**src/rtl/pc_pkg.sv**
```systemverilog
// Shared definitions for the fetch-stage program-counter unit.
package pc_pkg;

  // Resolved next-pc source, one per winning control action.
  localparam logic [2:0] SEL_HOLD   = 3'd0;
  localparam logic [2:0] SEL_RET    = 3'd1;
  localparam logic [2:0] SEL_CALL   = 3'd2;
  localparam logic [2:0] SEL_JUMP   = 3'd3;
  localparam logic [2:0] SEL_BRANCH = 3'd4;
  localparam logic [2:0] SEL_INC    = 3'd5;

  // Sign-extend the low off_w bits of off to 32 bits; callers truncate to ADDR_W.
  function automatic logic [31:0] sext_off(input logic [31:0] off, input int off_w);
    logic [31:0] mask;
    logic        sign;
    mask = 32'hFFFF_FFFF << off_w;
    sign = |(off & (32'h1 << (off_w - 1)));
    return sign ? (off | mask) : (off & ~mask);
  endfunction

endpackage

```
**src/rtl/pc_ras.sv**
```systemverilog
// Circular return-address stack: write pointer plus occupancy count.
// Overflow overwrites the oldest entry; underflow leaves the stack untouched.
// Both raise a sticky error that only reset clears.
module pc_ras
  #(parameter int ADDR_W    = 8,
    parameter int RAS_DEPTH = 4)
  (input  logic              clk,
   input  logic              rst_n,
   input  logic              push_i,
   input  logic              pop_i,
   input  logic [ADDR_W-1:0] push_data_i,
   output logic [ADDR_W-1:0] pop_data_o,
   output logic              empty_o,
   output logic              full_o,
   output logic              err_o);

  localparam int PW = $clog2(RAS_DEPTH);
  localparam int CW = PW + 1;

  logic [RAS_DEPTH-1:0][ADDR_W-1:0] mem_q;
  logic [PW-1:0]                    wp_q, wp_d;
  logic [CW-1:0]                    cnt_q, cnt_d;
  logic                             err_q, err_d;

  assign empty_o    = (cnt_q == '0);
  assign full_o     = (cnt_q == CW'(RAS_DEPTH));
  assign err_o      = err_q;
  assign pop_data_o = mem_q[wp_q - PW'(1)];

  // Pointer/count/error next state; pop wins if both are ever asserted.
  always_comb begin
    wp_d  = wp_q;
    cnt_d = cnt_q;
    err_d = err_q;
    if (pop_i) begin
      if (empty_o) err_d = 1'b1;
      else begin
        wp_d  = wp_q - PW'(1);
        cnt_d = cnt_q - CW'(1);
      end
    end else if (push_i) begin
      wp_d = wp_q + PW'(1);
      if (full_o) err_d = 1'b1;
      else        cnt_d = cnt_q + CW'(1);
    end
  end

  // Control state register.
  always_ff @(posedge clk or negedge rst_n) begin
    if (!rst_n) begin
      wp_q  <= '0;
      cnt_q <= '0;
      err_q <= 1'b0;
    end else begin
      wp_q  <= wp_d;
      cnt_q <= cnt_d;
      err_q <= err_d;
    end
  end

  // Entry storage; contents are don't-care after reset so no reset here.
  always_ff @(posedge clk) begin
    if (push_i && !pop_i) mem_q[wp_q] <= push_data_i;
  end

endmodule

```
**src/rtl/pc_unit.sv**
```systemverilog
// Program-counter unit: strobe priority resolver, next-pc mux, pc register,
// and a return-address stack for call/ret.
module pc_unit
  import pc_pkg::*;
  #(parameter int                ADDR_W    = 8,
    parameter int                OFF_W     = 8,
    parameter int                RAS_DEPTH = 4,
    parameter logic [ADDR_W-1:0] RESET_VEC = '0)
  (input  logic              clk,
   input  logic              rst_n,
   input  logic              stall_i,
   input  logic              branch_taken_i,
   input  logic [OFF_W-1:0]  offset_i,
   input  logic              jump_i,
   input  logic              call_i,
   input  logic              ret_i,
   input  logic [ADDR_W-1:0] target_i,
   output logic [ADDR_W-1:0] pc_o,
   output logic [ADDR_W-1:0] pc_plus1_o,
   output logic              ras_empty_o,
   output logic              ras_full_o,
   output logic              ras_err_o);

  logic [ADDR_W-1:0] pc_q, pc_d;
  logic [ADDR_W-1:0] pop_data;
  logic [31:0]       off_ext;
  logic [2:0]        sel;
  logic              push, pop;

  assign pc_o       = pc_q;
  assign pc_plus1_o = pc_q + ADDR_W'(1);
  assign off_ext    = sext_off(32'(offset_i), OFF_W);

  // Priority: stall > ret > call > jump > branch > increment.
  always_comb begin
    sel = SEL_INC;
    if      (stall_i)        sel = SEL_HOLD;
    else if (ret_i)          sel = SEL_RET;
    else if (call_i)         sel = SEL_CALL;
    else if (jump_i)         sel = SEL_JUMP;
    else if (branch_taken_i) sel = SEL_BRANCH;
  end

  // Only the winning action touches the stack; ret on empty still pops to flag underflow.
  assign push = (sel == SEL_CALL);
  assign pop  = (sel == SEL_RET);

  // Next-pc mux; underflowing ret falls through to the sequential address.
  always_comb begin
    pc_d = pc_plus1_o;
    case (sel)
      SEL_HOLD:   pc_d = pc_q;
      SEL_RET:    pc_d = ras_empty_o ? pc_plus1_o : pop_data;
      SEL_CALL:   pc_d = target_i;
      SEL_JUMP:   pc_d = target_i;
      SEL_BRANCH: pc_d = pc_q + off_ext[ADDR_W-1:0];
      default:    pc_d = pc_plus1_o;
    endcase
  end

  // pc register.
  always_ff @(posedge clk or negedge rst_n) begin
    if (!rst_n) pc_q <= RESET_VEC;
    else        pc_q <= pc_d;
  end

  pc_ras #(.ADDR_W(ADDR_W), .RAS_DEPTH(RAS_DEPTH)) u_ras (
    .clk         (clk),
    .rst_n       (rst_n),
    .push_i      (push),
    .pop_i       (pop),
    .push_data_i (pc_plus1_o),
    .pop_data_o  (pop_data),
    .empty_o     (ras_empty_o),
    .full_o      (ras_full_o),
    .err_o       (ras_err_o));

endmodule

```
**config.mk**
```make
export PLATFORM = sky130hd
export DESIGN_NAME = pc_unit
export DESIGN_NICKNAME = d
export VERILOG_FILES = /design/src/rtl/pc_pkg.sv /design/src/rtl/pc_ras.sv /design/src/rtl/pc_unit.sv
export SDC_FILE = /design/constraint.sdc
export NUM_CORES = 1
export LEC_CHECK = 0
export ABC_AREA = 1
export CAP_MARGIN = 20
export CORE_ASPECT_RATIO = 0.9
export CORE_MARGIN = 1.5
export CORE_UTILIZATION = 59
export DETAILED_ROUTE_END_ITERATION = 7
export GPL_ROUTABILITY_DRIVEN = 0
export PLACE_DENSITY = 0.86
export SYNTH_ARGS = -nofsm -noshare
export SYNTH_HDL_FRONTEND = slang
export SYNTH_SLANG_ARGS = --single-unit
```
**constraint.sdc**
```tcl
create_clock -name clk -period 4.1 [get_ports clk]
set_input_delay 0.82 -clock clk [delete_from_list [all_inputs] [get_ports clk]]
set_output_delay 0.82 -clock clk [all_outputs]
set_load 0.02 [all_outputs]
```
# == Yosys cells after proc, flatten, opt, wreduce, memory -nomap -nowiden ==
# Cells that the tools add are included.
# op_classes
eq_ne,8
addsub,6
div,0
n_reduce_logical,11
magnitude_cmp,3
bitwise_logic,0
multipliers,0
n_shift,0
mux,24
# op_table
op,count
32-bit bitwise mux,1
8-bit two-way mux,4
8-bit case mux with 4 select lines,1
3-bit two-way mux,8
8-bit binary-select mux with 2-bit select,1
8-bit demux with 2-bit select,1
8-bit by 1-bit adder with 8-bit output (second input constant),1
8-bit adder,1
3-bit by 2-bit equality test with 1-bit output (second input constant),2
3-bit equality test (second input constant),2
3-bit zero test,2
2-bit by 3-bit less-than comparator with 1-bit output (second input constant),2
2-bit two-way mux,3
3-bit AND reduction,2
1-bit two-way mux,5
2-bit inequality test (second input constant),2
2-bit nonzero test,2
3-bit by 1-bit adder with 3-bit output (second input constant),1
3-bit by 1-bit equality test with 1-bit output (second input constant),1
3-bit by 1-bit subtractor with 3-bit output (second input constant),1
2-bit by 1-bit adder with 2-bit output (second input constant),1
2-bit by 1-bit >= comparator with 1-bit output (second input constant),1
1-bit logical AND,2
2-bit by 1-bit inequality test with 1-bit output (second input constant),1
4 further kinds,4
# totals
romBits,0
output_inout_bits,19
mem_count,0
wordCells,60
input_bits,23
latch_bits,0
reg_bits,46
ramBits,0

# == Depth between registers and ports, before layout ==
# depth
depth_word,8
depth_mapped,13
mapped_depth_nobuf,11

# == Modules after synthesis ==
# Synthesis repeated with hierarchy kept, for this count alone.
# hier_totals
cells_unflattened,339
area_unflattened_um2,2786.4
# by_module_without_submodules
mod,instances,cells_each,seq_area_each_um2,area_per_inst_um2
pc_ras,1,136,1111.1,1625.3
pc_unit,1,203,200.2,1161.1

# == Least setup slack after synthesis ==
# No wires, ideal clock.
# synth_timing
kind,register to output
from,register pc_q[1] (netlist: pc_o[1])
to,output pc_plus1_o[2]
setup_slack_ps,1959
path_buffers,0
required_ps,3280
t_arrival_ps,1321
path_stages_with_launch,3
cell_sequence,dfrtp_1 ha_1 xor2_1
# synth_between
elab_chain_len,1
# synth_lines
item,line,rtl
from (decl),pc_unit.sv:24,"logic [ADDR_W-1:0] pc_q, pc_d;"
from (signal assigned),pc_unit.sv:64,else pc_q <= pc_d;
8-bit by 1-bit adder with 8-bit output,pc_unit.sv:31,assign pc_plus1_o = pc_q + ADDR_W'(1);
to (decl),pc_unit.sv:19,"output logic [ADDR_W-1:0] pc_plus1_o,"
# Every way passes these cells.

# == Worst setup path in the final report ==
# Same ends and word-level chain as after synthesis.

==> impl_metrics.csv <==
group,metric,value,unit
global_route,grt_max_degree,21,
sta,finalHoldViolCount,0,
sta,rsz0062_at_grt,"no",
detailed_routing,routed.top_layer,"met4",
floorplan,die_w,76.2,um
final_layout,drive_gt1_share,9.81,%
synthesis,postSynthCellCount,335,
detailed_routing,drc,0,
synthesis,yosysUniqueCellTypes,37,
sta,slew_headroom,52.5,%
clock_network,cts_tree,"done",
detailed_routing,routed_wl,6310,um
sta,worst_pin_slew,0.710,ns
clock_network,ctsHoldBuffers,0,
power,peakVddDrop,0.000547,V
clock_network,cts_sinks,46,
power,pwr_density_cell,678,nW/um^2
detailed_routing,ant_nets,0,
floorplan,initial_core_util,62.5,%
detailed_routing,wl_met3,461,um
clock_network,clock_latency,0.30,ns
detailed_routing,m1WireLength,2820,um
synthesis,ys_seq_elements,46,
detailed_routing,drt_pass1_iterations,4,
placed_design,hpwl,4700,um
sta,timing.final.ws_setup,1.00,ns
placed_design,dpl_worst_slack,1.16,ns
detailed_routing,viasPerCell,5.29,
setup_path,crit_type,"reg -> out",
clock_network,clk_pin_slew_worst_paths,0.10,ns
flow_run,drv_cap,0,
sta,finalMaxSlewViolations,0,
global_route,grt_pass1_wl,10400,um
global_route,grt_use_total,25.8,%
floorplan,dieArea,5240,sq um
clock_network,cts_buffer_depth,2,
synthesis,netlist_area,2840,sq um
synthesis,seq_area_frac_synth,46.1,%
sta,hold_ws,0.485,ns
synthesis,synth_fp_nets,372,
floorplan,die_h,68.8,um
clock_network,root_buffer,"clkbuf_8",
synthesis,synth_area_per_cell,8.48,sq um
detailed_routing,via_count,2323,
sta,finClkSkew,0.00476,ns
sta,fin_crit,3.10,ns
sta,fin_crit_sh,75.5,%
global_route,overflow,0,
outcome,status,"finished clean",
sta,fmax,323,MHz
floorplan,fp-row-count,23,
setup_path,cp-start-kind,"flip-flop",
floorplan,coreArea,4550,sq um
floorplan,ioPinCount,42,
min_path,min_path_type,"reg -> reg",
final_layout,syn2layout_area_growth,18.7,%
detailed_routing,wire_per_inst,14.4,um
global_route,grt_pass1_vias,2217,
clock_network,cts_resized,0,
sta,tns,0,ns
setup_path,setup.worst_path.end_class,"output pin",
clock_network,cts_inserted_buffers,5,
placed_design,numPortBuffers,41,
power,leakagePower,0.00149,uW
setup_path,cp_data_required_time,3.28,ns
clock_network,htreeDepth,2,
final_layout,diodes,0,
final_layout,fin_nets,413,
global_route,antenna_found_initial,0,
synthesis,ys_warn_count,0,
detailed_routing,route.met2.wl,2940,um
detailed_routing,drt-initial-drc-count,226,
clock_network,cts_setup_buffers,0,
sta,finalSetupViolCount,0,
setup_path,cp_max_fo,6,
setup_path,critPathArrivalTime,2.28,ns
metrics by stage:
step | total power [uW] | instances | util [%] | instance area (sq um)
detailed placement | 1980 | 431 | 72.0 | 3270
CTS | 2290 | 439 | 74.2 | 3370
global placement | 1930 | 431 | 72.0 | 3270
finish | 2290 | 439 | 74.2 | 3370
global route | 2450 | 439 | 74.2 | 3370
floorplan | 1590 | 335 | - | 2840
report_power, final:
group          internal, uW  switching [uW]  total (uW)
registers               637             137         773
clock network           128             173         301
logic                   469             743        1210
kinds of logic (layout without fill, tap and decap cells):
| logic type | count (synthesis) | after routing | synth area share (%) |
|---|---|---|---|
| xor gates and xnor gates | 10 | 10 | 3.88 |
| adders and majority gates | 14 | 14 | 6.69 |
| DFF | 46 | 46 | 46.1 |
| AOI/OAI and AO/OA | 27 | 27 | 5.94 |
| and+or+nand+nor | 184 | 184 | 29.1 |
| buffers and inverters | 54 | 96 | 8.23 |
cell type report:
type	count	area, sq um
clock buffers	5	68.8
multi-input cells	235	1300
inverters	47	179
flip-flops and latches	46	1310
well taps	62	77.6
repair buffers	41	410
fillers	347	1170
clock inverters	3	28.8
per-layer routing:
layer	global-route usage (%)	vias up
met5	0	-
met4	7.41	0
met3	4.61	10
met2	42.3	90
met1	35.9	1071
li1	-	1152
sequential cells by signal, indices dropped and copies added (netlist names):
name,flops
u_ras.cnt_q,3
u_ras.err_o,1
u_ras.wp_q,2
pc_o,8
u_ras.mem_q,32
cells in the mapped netlist, drive strengths merged:
cell type	count	share of area (%)
a21o	1	0.26
a21oi	12	2.5
buf	5	1.6
clkbuf	2	0.31
dfrtp	14	12
edfxtp	32	34
fa	2	1.4
ha	12	5.3
inv	47	6.3
nand2	94	13
nand3	39	7.7
nand3b	1	0.26
nand4	1	0.22
nor2	46	7.0
nor3	1	0.35
o211ai	1	0.26
o21ai	12	2.6
o21bai	1	0.26
or2	2	0.44
xnor2	1	0.31
xor2	9	3.6
critical path, stage by stage, from the launching register on:
cell and delay, ns:
dfrtp_1 0.49, ha_1 0.33, xor2_1 0.45, clkdlybuf4s50_1 0.70
placed cells by master (no fill, tap or decap), types with 2 or more instances in the layout:
cell type	n
nor2_4	3
nand2_2	3
inv_1	39
nand3_2	2
nand3_1	36
xor2_2	3
nor2_1	42
a21oi_1	11
inv_2	7
clkdlybuf4s50_1	41
clkbuf_8	5
fa_1	2
o21ai_0	9
xor2_1	6
or2_2	2
nand2_4	2
edfxtp_1	32
nand2_1	89
ha_1	12
dfrtp_1	14
final timing paths:
path | to | startpoint | cells past startpoint | slack [ns]
min in group asynchronous | pc_o[0]$_DFFE_PN0P_ | rst_n | 1 | 0.93
hold / removal | u_ras.err_o$_DFFE_PN0P_ | u_ras.err_o$_DFFE_PN0P_ | 1 | 0.49
hold reg to reg | u_ras.err_o$_DFFE_PN0P_ | u_ras.err_o$_DFFE_PN0P_ | 1 | 0.49
max in group asynchronous | u_ras.wp_q[0]$_DFFE_PN0P_ | rst_n | 1 | 2.73
setup / recovery | pc_plus1_o[2] | pc_o[1]$_DFFE_PN0P_ | 3 | 1.00
setup reg to reg | pc_o[0]$_DFFE_PN0P_ | u_ras.wp_q[0]$_DFFE_PN0P_ | 8 | 1.60
Power figures use the tool's default switching activity.
